--- config.mk ---
export PLATFORM = sky130hd
export DESIGN_NAME = emif_dpram_arbiter
export DESIGN_NICKNAME = d
export VERILOG_FILES = /design/src/rtl/emif_dpram_arbiter.sv
export SDC_FILE = /design/constraint.sdc
export NUM_CORES = 1
export LEC_CHECK = 0
export CAP_MARGIN = 20
export CORE_MARGIN = 3
export CORE_UTILIZATION = 52
export CTS_BUF_LIST = sky130_fd_sc_hd__clkbuf_4
export DETAILED_ROUTE_END_ITERATION = 12
export GPL_TIMING_DRIVEN = 0
export PLACE_DENSITY = 0.86
export SYNTH_ARGS = -nofsm -noshare
export SYNTH_HDL_FRONTEND = slang
export SYNTH_SLANG_ARGS = --single-unit
export TNS_END_PERCENT = 10
--- constraint.sdc ---
create_clock -name clk_ref -period 2.8 [get_ports clk_ref]
set_clock_uncertainty 0.05 [all_clocks]
set_input_delay 0.56 -clock clk_ref [delete_from_list [all_inputs] [get_ports clk_ref]]
set_output_delay 0.56 -clock clk_ref [all_outputs]
set_load 0.02 [all_outputs]
--- src/rtl/emif_dpram_arbiter.sv ---
// Shares one single-port DPRAM. EMIF takes the port first with no added latency; queued local
// commands issue in idle slots, and a local read answers one cycle after it issues. usr_cmd_ready drops only while the FIFO is full.
module emif_dpram_arbiter #(
  parameter int          ADDR_W       = 10,
  parameter int          DATA_W       = 16,
  parameter int          FIFO_DEPTH   = 4,
  parameter logic [15:0] STARVE_LIMIT = 16'd1000
) (
  input  logic                            clk_ref,
  input  logic                            rst,
  input  logic                            emif_dpram_wen,
  input  logic                            emif_dpram_ren_2,
  input  logic [23:0]                     emif_dpram_addr,
  input  logic [DATA_W-1:0]               emif_dpram_wdata,
  output logic [DATA_W-1:0]               emif_dpram_rdata,
  input  logic                            usr_cmd_valid,
  output logic                            usr_cmd_ready,
  input  logic                            usr_cmd_we,
  input  logic [ADDR_W-1:0]               usr_cmd_addr,
  input  logic [DATA_W-1:0]               usr_cmd_wdata,
  output logic                            usr_rsp_valid,
  output logic [DATA_W-1:0]               usr_rsp_data,
  output logic                            ram_en,
  output logic                            ram_we,
  output logic [ADDR_W-1:0]               ram_addr,
  output logic [DATA_W-1:0]               ram_wdata,
  input  logic [DATA_W-1:0]               ram_rdata,
  output logic [$clog2(FIFO_DEPTH):0]     fifo_level,
  output logic                            starve_flag,
  output logic                            emif_collide
);

  localparam int PW = $clog2(FIFO_DEPTH);
  localparam int LW = PW + 1;
  localparam logic [LW-1:0] FULL_LVL = LW'(FIFO_DEPTH);

  typedef struct packed {
    logic              we;
    logic [ADDR_W-1:0] addr;
    logic [DATA_W-1:0] wdata;
  } cmd_t;

  cmd_t              mem_q [FIFO_DEPTH];
  cmd_t              mem_d [FIFO_DEPTH];
  cmd_t              head;
  logic [PW-1:0]     wr_ptr_q, wr_ptr_d, rd_ptr_q, rd_ptr_d;
  logic [LW-1:0]     level_q, level_d;
  logic [15:0]       cnt_q, cnt_d;
  logic              starve_q, starve_d;
  logic              rsp_pend_q, rsp_pend_d;
  logic              collide_q, collide_d;
  logic [ADDR_W-1:0] ram_addr_q, ram_addr_d;
  logic [DATA_W-1:0] ram_wdata_q, ram_wdata_d;
  logic              emif_act, empty, push, issue;
  logic              unused_addr_hi;

  assign unused_addr_hi = ^emif_dpram_addr[23:ADDR_W];

  assign emif_act      = emif_dpram_wen | emif_dpram_ren_2;
  assign empty         = (level_q == '0);
  assign usr_cmd_ready = (level_q != FULL_LVL);
  assign push          = usr_cmd_valid & usr_cmd_ready;
  assign head          = mem_q[rd_ptr_q];
  // Local issue is suppressed during reset so a flushed head never reaches the RAM.
  assign issue         = !rst && !emif_act && !empty;

  always_comb begin
    ram_en    = 1'b0;
    ram_we    = 1'b0;
    ram_addr  = ram_addr_q;
    ram_wdata = ram_wdata_q;
    if (emif_act) begin
      ram_en    = 1'b1;
      ram_we    = emif_dpram_wen;
      ram_addr  = emif_dpram_addr[ADDR_W-1:0];
      ram_wdata = emif_dpram_wdata;
    end else if (issue) begin
      ram_en    = 1'b1;
      ram_we    = head.we;
      ram_addr  = head.addr;
      ram_wdata = head.wdata;
    end
    ram_addr_d  = ram_addr;
    ram_wdata_d = ram_wdata;
  end

  always_comb begin
    mem_d    = mem_q;
    wr_ptr_d = wr_ptr_q;
    rd_ptr_d = rd_ptr_q;
    level_d  = level_q;
    if (push) begin
      mem_d[wr_ptr_q] = '{we: usr_cmd_we, addr: usr_cmd_addr, wdata: usr_cmd_wdata};
      wr_ptr_d        = wr_ptr_q + 1'b1;
    end
    if (issue) rd_ptr_d = rd_ptr_q + 1'b1;
    case ({push, issue})
      2'b10:   level_d = level_q + 1'b1;
      2'b01:   level_d = level_q - 1'b1;
      default: level_d = level_q;
    endcase
  end

  always_comb begin
    if (empty || issue)            cnt_d = '0;
    else if (cnt_q == STARVE_LIMIT) cnt_d = cnt_q;
    else                           cnt_d = cnt_q + 16'd1;
    starve_d   = (cnt_d == STARVE_LIMIT);
    rsp_pend_d = issue && !head.we;
    collide_d  = collide_q | (emif_dpram_wen & emif_dpram_ren_2);
  end

  // Command storage carries no reset; validity is tracked by the pointers and level.
  always_ff @(posedge clk_ref) begin
    mem_q <= mem_d;
  end

  always_ff @(posedge clk_ref) begin
    if (rst) begin
      wr_ptr_q    <= '0;
      rd_ptr_q    <= '0;
      level_q     <= '0;
      cnt_q       <= '0;
      starve_q    <= 1'b0;
      rsp_pend_q  <= 1'b0;
      collide_q   <= 1'b0;
      ram_addr_q  <= '0;
      ram_wdata_q <= '0;
    end else begin
      wr_ptr_q    <= wr_ptr_d;
      rd_ptr_q    <= rd_ptr_d;
      level_q     <= level_d;
      cnt_q       <= cnt_d;
      starve_q    <= starve_d;
      rsp_pend_q  <= rsp_pend_d;
      collide_q   <= collide_d;
      ram_addr_q  <= ram_addr_d;
      ram_wdata_q <= ram_wdata_d;
    end
  end

  assign usr_rsp_valid    = rsp_pend_q && !rst;
  assign usr_rsp_data     = usr_rsp_valid ? ram_rdata : '0;
  assign emif_dpram_rdata = ram_rdata;
  assign fifo_level       = level_q;
  assign starve_flag      = starve_q;
  assign emif_collide     = collide_q;

endmodule

==> flow_summary.toml <==
[grt]
grt_max_degree = 18
gr-total-overflow = 0
antenna_found_initial = 0
grt_pass1_wl_um = 25400
grt_use_total = 0.227
grt_pass1_vias = 4924

[logic_synthesis]
synth.cell_area_um2 = 6800
synth_nets = 609
async_reset_ff_frac = 0
syn_avg_cell_area_um2 = 13.3
synth_ff_type = "edfxtp_1"
yosysUniqueCellTypes = 50
ys_seq_elements = 160
synth-edff-count = 108
synth_warnings = 0
seq_area_frac_synth = 0.630
syn_inst = 513

[placement]
gp_congestion = 0.836
dp_slack_ps = -1060
port_buffers = 140
dp_cells = 829
dpl.hpwl_um = 11300

[hold_path]
hp-class = "in -> reg"
whs_path_depth = 3

[clocking]
clockBufferDepth = 2
clock_latency_ps = 550
h-tree-depth = 4
cts_tree = "yes"
clock-root-buffer = "clkbuf_4"
cts_hold_buf = 0
clock-sinks = 160
cts_inserted_buffers = 17
path_clk_slew_ps = 140

[power]
clockPowerShare = 0.272
power_frac_comb = 0.156
swShare = 0.259
seqPwrFrac = 0.573
p_leak_nw = 3.30
power_density_nw_per_um2 = 527
internal_power_w = 0.00348
ir_drop_mv = 0.348
switchingPower_w = 0.00122

[timing]
setup_viol = 0
slew_violations = 0
setup_ws_ps = 2.73
rsz0062_at_grt = "yes"
worst_pin_slew_ps = 726
finalSetupTns_ps = 0
fin_crit_sh = 0.999
fmax_mhz = 357
slew-limit-headroom = 0.516
finalHoldViolCount = 0
whs_ps = 367
layout_min_cycle_time_ps = 2800

[worst_setup_path]
cpMaxStageDelayCell = "clkdlybuf4s50_1"
critPathMaxStageDelay_ps = 420
cp-end-kind = "primary output"
worstPathCellList = "clkdlybuf4s50_1 > or2_4 > nor3_4 > buf_4 > buf_4 > buf_6 > nand2_1 > nand3_1 > buf_4"
path_delay_family = "buffers and inverters"
critPathMaxFanout = 10
required_ps = 2190
worstPathArrival_ps = 2190
start_kind = "input pin"
critical_path_depth = 9
crit_type = "in -> out"
rr_worst_depth = 10
crit_top_cell = "buf_4"
cp.buffers_inverters = 5

[route]
num_vias = 5004
ant_nets = 0
drc = 0
wl_per_cell_um = 18.6
routed_wl_um = 16300
viasPerCell = 5.73
drt_iter0_drc = 421
drt_pass1_iterations = 5

[floorplanning]
io_pins = 155
fp.dieH_um = 120
initial_core_util = 0.535
rows = 41
die_w_um = 120
die-area_um2 = 14500
coreArea_um2 = 12700

[layout]
final_nets = 784
layout-drive-gt1-share = 0.238
area_growth_pct = 31.1
layoutNonFillerInstCount = 873
n_antenna_cell = 0
layout_commonest_cell = "edfxtp_1"
layout_common_cells = "108 x edfxtp_1, 94 x clkdlybuf4s50_1, 85 x nand2_1"

[flow_run]
cap_violations = 0

[outcome]
status = "completed"
-- cell type report --
type	instances	area, um2
Buffer	40	353
Inverter	11	41.3
Fill cell	877	3800
Tap cell	172	215
Sequential cell	160	4290
Clock buffer	20	150
Multi-Input combinational cell	301	2260
Clock inverter	12	111
Timing Repair Buffer	157	1500
-- power by group through the flow --
| stage | Combinational, W | Sequential, W | Clock (W) |
|---|---|---|---|
| 2_1_floorplan | 0.000351 | 0.00274 | 0 |
| 3_3_place_gp | 0.000655 | 0.00273 | 0 |
| 3_5_place_dp | 0.000706 | 0.00274 | 0 |
| 4_1_cts | 0.000713 | 0.00269 | 0.00129 |
| 5_1_grt | 0.000785 | 0.00270 | 0.00139 |
| 6_report | 0.000731 | 0.00269 | 0.00128 |
-- cells by family after synthesis --
kind of cell | count (synthesis) | synth area share
flops | 160 | 0.630
simple gates | 203 | 0.153
compound gates | 41 | 0.0392
xor+xnor | 20 | 0.0257
fa+ha+maj | 8 | 0.0158
buf+inv | 52 | 0.0443
mux | 29 | 0.0923
-- stage by stage --
step / area [um2] / utilization / total power [W]
final: 8920 / 0.701 / 0.00470
after global routing: 8920 / 0.701 / 0.00488
after CTS: 8840 / 0.695 / 0.00469
after detailed placement: 8530 / 0.670 / 0.00345
after global placement: 8420 / 0.662 / 0.00339
after floorplan: 6800 / - / 0.00309
-- registers in the layout (all words and copies together) (netlist names) --
name and flops:
cnt_q 16, rsp_pend_q 1, fifo_level 3, emif_collide 1, ram_wdata_q 16, ram_addr_q 10
mem_q 108, rd_ptr_q 2, starve_flag 1, wr_ptr_q 2
-- layer usage --
layer,track usage,vias up,share of wire
met3,0.0599,32,0.093
met5,0,-,0
met2,0.382,275,0.50
li1,-,2232,-
met4,0.0800,0,0.020
met1,0.287,2465,0.38
-- worst register-to-register path, cell delays in order (launching register included) --
cell and delay, ps:
dfxtp_1 390, inv_1 130, nand3_1 220, and2_1 280
inv_1 100, ha_1 180, inv_1 60, fa_1 370
xor2_1 150, or3_1 310, a21oi_1 140
-- cells in the mapped netlist (2+ instances only) --
master | n | area share
a21oi_1 | 5 | 0.0037
a31oi_1 | 28 | 0.026
and2_1 | 17 | 0.016
and3_1 | 4 | 0.0037
and4_1 | 2 | 0.0026
buf_1 | 3 | 0.0017
buf_2 | 7 | 0.0051
buf_4 | 17 | 0.019
buf_6 | 4 | 0.0066
clkbuf_1 | 9 | 0.0050
dfxtp_1 | 52 | 0.15
edfxtp_1 | 108 | 0.48
ha_1 | 7 | 0.013
inv_1 | 11 | 0.0061
mux2i_1 | 2 | 0.0029
mux4_2 | 27 | 0.089
nand2_1 | 87 | 0.048
nand3_1 | 32 | 0.024
nand4_1 | 6 | 0.0055
nand4_4 | 2 | 0.0063
nand4b_1 | 2 | 0.0026
nor2_1 | 28 | 0.015
nor3_2 | 3 | 0.0044
nor4_1 | 2 | 0.0018
nor4b_1 | 2 | 0.0026
o21ai_0 | 2 | 0.0015
or3_1 | 2 | 0.0018
or4b_1 | 2 | 0.0029
xnor2_1 | 8 | 0.010
xor2_1 | 12 | 0.015
-- path summary, 6_finish.rpt --
check             slack, ps                  startpoint                         end
hold reg to reg         440     emif_collide$_SDFF_PP0_     emif_collide$_SDFF_PP0_
hold / removal          370              emif_dpram_wen     emif_collide$_SDFF_PP0_
setup / recovery          3            emif_dpram_ren_2                ram_wdata[2]
setup reg to reg        360  fifo_level[0]$_SDFFE_PP0P_  fifo_level[2]$_SDFFE_PP0P_
-- repair_timing --
item                                   in CTS  in global routing
pin swaps                                   3                  2
setup buffers                               7                  6
resized for setup                         180                 29
endpoints found under the hold margin       0                  0
setup endpoints to repair                  45                 37
Note: power is estimated with default switching activity, not from simulation.
